**src/rtl/cgol_pkg.sv**
```systemverilog
// Shared types and sizes for the 8x8 Game-of-Life board controller.
package cgol_pkg;

    localparam int BOARD_N = 8;
    localparam int ROW_W   = 3;

    typedef logic [BOARD_N-1:0] row_t;

    typedef enum logic [1:0] {
        U_IDLE,
        U_PRE,
        U_ROW,
        U_DONE
    } upd_state_t;

endpackage

```
**src/rtl/cgol_row_rule.sv**
```systemverilog
// Next-generation value for one board row, given the rows above and below.
// Columns wrap, so column 0 and column 7 are neighbours.
module cgol_row_rule
    import cgol_pkg::*;
(
    input  row_t prev,
    input  row_t cur,
    input  row_t below,
    output row_t next
);

    logic [3:0] n;

    // Count the eight toroidal neighbours of each column and apply the rule.
    always_comb begin
        next = '0;
        n    = '0;
        for (int unsigned i = 0; i < BOARD_N; i++) begin
            n = {3'b000, prev[(i + BOARD_N - 1) % BOARD_N]}
              + {3'b000, prev[i]}
              + {3'b000, prev[(i + 1) % BOARD_N]}
              + {3'b000, cur[(i + BOARD_N - 1) % BOARD_N]}
              + {3'b000, cur[(i + 1) % BOARD_N]}
              + {3'b000, below[(i + BOARD_N - 1) % BOARD_N]}
              + {3'b000, below[i]}
              + {3'b000, below[(i + 1) % BOARD_N]};
            next[i] = (n == 4'd3) || (cur[i] && (n == 4'd2));
        end
    end

endmodule

```
**src/rtl/cgol_gen_sched.sv**
```systemverilog
// Game-of-Life board controller: display row scanner, read-port arbiter
// (display always wins), generation-update engine and pattern-load path.
module cgol_gen_sched
    import cgol_pkg::*;
#(
    parameter int DWELL          = 4,
    parameter int FRAMES_PER_GEN = 2
) (
    input  logic       clk,
    input  logic       reset,
    input  logic       run,
    input  logic       step,
    input  logic       load_valid,
    input  logic [2:0] load_row,
    input  logic [7:0] load_data,
    output logic       load_ready,
    output logic [2:0] mem_raddr,
    input  logic [7:0] mem_rdata,
    output logic       mem_we,
    output logic [2:0] mem_waddr,
    output logic [7:0] mem_wdata,
    output logic [7:0] row,
    output logic [7:0] col,
    output logic       busy,
    output logic [15:0] gen_count
);

    localparam int DW = $clog2(DWELL);
    localparam int FW = (FRAMES_PER_GEN > 1) ? $clog2(FRAMES_PER_GEN) : 1;
    localparam logic [DW-1:0] DWELL_LAST = DW'(DWELL - 1);
    localparam logic [FW-1:0] FRAME_LAST = FW'(FRAMES_PER_GEN - 1);

    // Scanner state
    logic [DW-1:0]    dcnt;
    logic [ROW_W-1:0] scan_r;
    logic [FW-1:0]    frame_cnt;

    // Engine state
    upd_state_t       state, state_nx;
    logic [3:0]       rd_k;      // engine reads granted so far (9 per generation)
    logic [3:0]       cons_k;    // engine read results consumed so far
    logic             eng_rvalid;
    row_t             prev_q, cur_q, orig0_q;

    logic             disp_rd, slot_end, frame_end, frame_trig, trigger;
    logic             eng_req, eng_grant, row_wr, load_acc;
    logic [ROW_W-1:0] eng_addr, wr_addr;
    row_t             below, rule_next;

    assign disp_rd    = (dcnt == '0);
    assign slot_end   = (dcnt == DWELL_LAST);
    assign frame_end  = slot_end && (scan_r == '1);
    assign frame_trig = run && frame_end && (frame_cnt == FRAME_LAST);
    assign trigger    = (state == U_IDLE) && (step || frame_trig);

    // Read sequence is row 7, then rows 0..7, so the address is rd_k-1 mod 8.
    assign eng_req   = ((state == U_PRE) || (state == U_ROW)) && (rd_k < 4'd9);
    assign eng_addr  = rd_k[2:0] - 3'd1;
    assign eng_grant = eng_req && !disp_rd;
    assign mem_raddr = disp_rd ? scan_r : eng_addr;

    // Result k (k>=2) carries row k-1, which is "below" for row k-2; once all
    // nine reads are consumed, row 7 is finished using the saved original row 0.
    assign below   = (cons_k == 4'd9) ? orig0_q : mem_rdata;
    assign wr_addr = cons_k[2:0] - 3'd2;
    assign row_wr  = (state == U_ROW) && (eng_rvalid || (cons_k == 4'd9));

    cgol_row_rule u_rule (
        .prev  (prev_q),
        .cur   (cur_q),
        .below (below),
        .next  (rule_next)
    );

    // Display scanner: slot timing, row/col capture and frame counting.
    always_ff @(posedge clk) begin
        if (!reset) begin
            dcnt      <= '0;
            scan_r    <= '0;
            frame_cnt <= '0;
            row       <= '0;
            col       <= '0;
        end else begin
            dcnt <= slot_end ? '0 : dcnt + 1'b1;
            if (slot_end)
                scan_r <= scan_r + 1'b1;
            if (dcnt == DW'(1)) begin
                row <= row_t'(1) << scan_r;
                col <= mem_rdata;
            end
            if (trigger)
                frame_cnt <= '0;
            else if (frame_end)
                frame_cnt <= (frame_cnt == FRAME_LAST) ? '0 : frame_cnt + 1'b1;
        end
    end

    // Update engine registers: state, read/consume counters and row window.
    always_ff @(posedge clk) begin
        if (!reset) begin
            state      <= U_IDLE;
            rd_k       <= '0;
            cons_k     <= '0;
            eng_rvalid <= 1'b0;
            prev_q     <= '0;
            cur_q      <= '0;
            orig0_q    <= '0;
            gen_count  <= '0;
        end else begin
            state      <= state_nx;
            eng_rvalid <= eng_grant;
            if (trigger) begin
                rd_k   <= '0;
                cons_k <= '0;
            end else begin
                if (eng_grant)
                    rd_k <= rd_k + 4'd1;
                if (eng_rvalid) begin
                    cons_k <= cons_k + 4'd1;
                    if (cons_k == 4'd0) begin
                        prev_q <= mem_rdata;
                    end else if (cons_k == 4'd1) begin
                        cur_q   <= mem_rdata;
                        orig0_q <= mem_rdata;
                    end else begin
                        prev_q <= cur_q;
                        cur_q  <= mem_rdata;
                    end
                end
            end
            if (state == U_DONE)
                gen_count <= gen_count + 16'd1;
        end
    end

    // Next-state logic and the shared write port / load handshake.
    always_comb begin
        state_nx   = state;
        busy       = (state != U_IDLE);
        load_ready = (state == U_IDLE) && !trigger;
        load_acc   = load_valid && load_ready;
        mem_we     = 1'b0;
        mem_waddr  = '0;
        mem_wdata  = '0;
        case (state)
            U_IDLE: if (trigger) state_nx = U_PRE;
            U_PRE:  if (eng_rvalid && (cons_k == 4'd1)) state_nx = U_ROW;
            U_ROW:  if (cons_k == 4'd9) state_nx = U_DONE;
            U_DONE: state_nx = U_IDLE;
        endcase
        if (row_wr) begin
            mem_we    = 1'b1;
            mem_waddr = wr_addr;
            mem_wdata = rule_next;
        end else if (load_acc) begin
            mem_we    = 1'b1;
            mem_waddr = load_row;
            mem_wdata = load_data;
        end
    end

endmodule

```
**config.mk**
```make
export PLATFORM = sky130hd
export DESIGN_NAME = cgol_gen_sched
export DESIGN_NICKNAME = d
export VERILOG_FILES = /design/src/rtl/cgol_pkg.sv /design/src/rtl/cgol_row_rule.sv /design/src/rtl/cgol_gen_sched.sv
export SDC_FILE = /design/constraint.sdc
export NUM_CORES = 1
export LEC_CHECK = 0
export ABC_CLOCK_PERIOD_IN_PS = 4650
export BUFFER_PORTS_ARGS = -buffer_cell sky130_fd_sc_hd__buf_2
export CORE_UTILIZATION = 45
export DETAILED_ROUTE_END_ITERATION = 8
export PLACE_DENSITY = 0.63
export SYNTH_ARGS = -nofsm -noshare
export SYNTH_HDL_FRONTEND = slang
export SYNTH_SLANG_ARGS = --single-unit
```
**constraint.sdc**
```tcl
create_clock -name clk -period 4.65 [get_ports clk]
set_clock_uncertainty 0.2 [all_clocks]
set_input_delay 0.465 -clock clk [delete_from_list [all_inputs] [get_ports clk]]
set_output_delay 0.465 -clock clk [all_outputs]
set_load 0.05 [all_outputs]
```
==> results.md <==
- Status: finished clean
- Worst skew pair latency: 330 ps
- P&R area growth vs syn: 14.0%
- Pre-antenna DRT Iters: 4
- Synthesized area: 5650 sq um
- # diodes: 0
- CP Capture Type: primary output
- Number of core rows: 40
- DRT iter0 DRCs: between 150 and 200
- Syn Area/Cell: 9.31 sq um
- Layout cells sized above 1: 0.180
- Worst path cell trace: ha_1 > inv_1 > fa_1 > inv_1 > xnor2_1 > xnor2_1 > ha_1 > inv_1 > and3_1 > fa_1 > nor2_1 > mux2i_1 > or4_1 > o2bb2ai_1 > buf_2
- CP max stage cell: fa_1
- Max Slew Vio Count: 0
- DR vias/cell: slightly above 5
- First-pass GRT wire length: 20.7 mm
- Max incr delay on CP: 540 ps
- Sw Ratio: 0.387
- Crit path kind: flip-flop to primary output
- Root cell of the clock tree: clkbuf_16
- Cell mode on critical path: inv_1
- Sequential-to-total area share from yosys stat: 0.259
- Vias in the first global route: roughly 4200
- Via count: 4324
- Die Span Y: between 100 and 150 microns
- # clock sinks: 73
- Synth unique cells: 72
- CTS max path bufs: 2
- Ys Warns: 0
- Critical path arrival: 3830 ps
- RSZ-0062 raised after global routing: true
- Final setup viols: 0
- Top Ports: 73
- Max rail drop VDD: 0.290 mV
- H-tree levels: 3
- Internal power: 1.45 mW
- Worst Path Max Fanout: 4
- Final Routed Wirelength: approximately 12 mm
- Async SR Flop Fraction: 0
- CTS tree: built
- Combinational share of power: 0.422
- Design Power: between 2 and 2.5 mW
- RePlAce Congestion: 0.796
- Dominant cell type by area after synthesis: dfxtp_1
- Hold bufs inserted after CTS: 0
- Post-DRT Antenna Nets: 0
- Die footprint: 13000 sq um
- Syn Inst Count: 607
- Slew headroom: 0.258
- Core Region: 12100 sq um
- WP data required: 3980 ps
- Max Cap Viol: 0
- Seq pwr share: 0.301
- # fillers: 1164
- Synth top area cells: dfxtp_1 (26%), ha_1 (12%), mux2i_1 (8.5%)
- Congestion Overflow GR: 0
- Startpoint Class: flip-flop
- Largest net degree at the start of global routing: 70
- Fmax: 0.222 GHz
- Total CTS buffers: 9
- Post-synth top area share: 0.259
- Placed cell count: 823
- Minimum clock period: 4500 ps
- Chip width: about 110 microns
- DRC: 0
- EDFF count, synth: 0
- Hold Crit Class: flip-flop to flip-flop
- Total GRT Usage: 0.201
- Leakage: 3.08 nW
- Port buffer count: 72
- Slew at the pin closest to its max-slew limit: 1110 ps
- Fin cells: 840
- Final worst-path cycle share: 0.967
- Post-synth net total: roughly 700
- Reg clk slew, reported paths: 60 ps
- Nets: 763
- Final hold vios: 0
- PD cells: 368 nW/um^2
- Top FF cell, synth: dfxtp_1
- NetSw: roughly 920 uW
- Starting Density: 0.466
- Drt wl/cell: 14.8 microns
- Hpwl dp: 9.41 mm
- Initial antenna violation count: 0
- Clock group share of total power: 0.277
- #FFs+latches synth: 73
-- synthesized netlist by cell type, types with 12 or more instances --
| library cell | count |
|---|---|
| ha_1 | 52 |
| mux2i_1 | 48 |
| inv_1 | 73 |
| and2_1 | 13 |
| nand3_1 | 20 |
| dfxtp_1 | 73 |
| nor2_1 | 30 |
| nor2b_1 | 36 |
| fa_1 | 20 |
| xnor2_1 | 25 |
| xor2_1 | 12 |
| nand2_1 | 31 |
| clkbuf_1 | 13 |
-- power by group through the flow --
| stage | clock network, mW | registers (mW) | logic (mW) |
|---|---|---|---|
| after global routing | 0.701 | 0.719 | 1.12 |
| after floorplan | 0 | 0.737 | 0.752 |
| final | 0.656 | 0.712 | 1.00 |
| after detailed placement | 0 | 0.725 | 0.971 |
| after CTS | 0.672 | 0.712 | 0.981 |
| after global placement | 0 | 0.722 | 0.939 |
-- registers in the layout, indices dropped and copies added, names as in the netlist --
name        cells
cons_k          4
col             8
state           2
eng_rvalid      1
orig0_q         8
rd_k            4
dcnt            2
gen_count      16
frame_cnt       1
scan_r          3
cur_q           8
row             8
prev_q          8
-- critical path: cells and delay by family, from the launching register on --
| family | cells | cell delay [ps] |
|---|---|---|
| muxes | 1 | 80 |
| DFF | 1 | 350 |
| xor gates and xnor gates | 2 | 390 |
| buffers and inverters | 4 | 470 |
| and+or+nand+nor | 3 | 670 |
| adders and majority gates | 4 | 1380 |
| AOI/OAI and AO/OA | 1 | 160 |
-- logic make-up (layout without fill, tap and decap cells) --
kind of cell | count (synthesis) | in the layout | synth area share
and+or+nand+nor | 181 | 181 | 0.178
buffers and inverters | 103 | 168 | 0.0795
AOI/OAI and AO/OA | 82 | 82 | 0.124
adders and majority gates | 78 | 78 | 0.197
DFF | 73 | 73 | 0.259
muxes | 48 | 48 | 0.0850
xor gates and xnor gates | 42 | 42 | 0.0773
-- layout by cell type, fill, tap and decap left out, types with 12 or more instances in the layout --
master / n
nor2b_1: 36
fa_1: 20
xnor2_1: 25
buf_2: 70
xor2_1: 12
mux2i_1: 47
nand2_1: 31
nand3_1: 20
inv_1: 71
ha_1: 50
nor2_1: 30
and2_1: 13
dfxtp_1: 73
-- metal layers --
metal | wire [microns] | vias up | global-route usage
met3 | 426 | 12 | 0.0260
li1 | - | 2178 | -
met5 | 0 | - | 0
met1 | 5800 | 2073 | 0.269
met4 | 144 | 0 | 0.0563
met2 | 6060 | 61 | 0.340
-- metrics by stage --
step	TNS, ps	setup WS [ps]	hold slack (ps)	area (sq um)	util
global placement	0	309	250	6090	0.502
finish	0	155	279	6440	0.532
detailed placement	0	159	269	6090	0.502
global route	-77.7	-55.2	307	6440	0.532
floorplan	0	66.2	241	5650	-
CTS	0	14.9	281	6390	0.528
-- worst paths after layout --
check	cells after the start	end	slack, ps	start
hold reg to reg	2	gen_count[15]$_SDFFE_PN0N_	280	gen_count[15]$_SDFFE_PN0N_
hold / removal	2	gen_count[15]$_SDFFE_PN0N_	280	gen_count[15]$_SDFFE_PN0N_
setup reg to reg	6	prev_q[5]$_SDFFE_PN0P_	2300	scan_r[0]$_SDFFE_PN0P_
setup / recovery	15	mem_wdata[2]	150	prev_q[1]$_SDFFE_PN0P_
-- final cells by class --
class                      count  area (sq um)  share of cell area
multi-input combinational    431          3790               0.588
timing repair buffer          78           418              0.0649
tap                          168           210              0.0326
clock inverter                 3          23.8             0.00369
inverter                      74           278              0.0431
clock buffer                  13           260              0.0404
sequential                    73          1460               0.227
-- timing repair --
item | CTS | global route
endpoints found under the setup margin | 2 | 2
resized for setup | 5 | 11
buffers inserted | 0 | 1
endpoints found under the hold margin | 0 | 0
pin swaps | 0 | 2
Note: power is estimated with default switching activity, not from simulation.
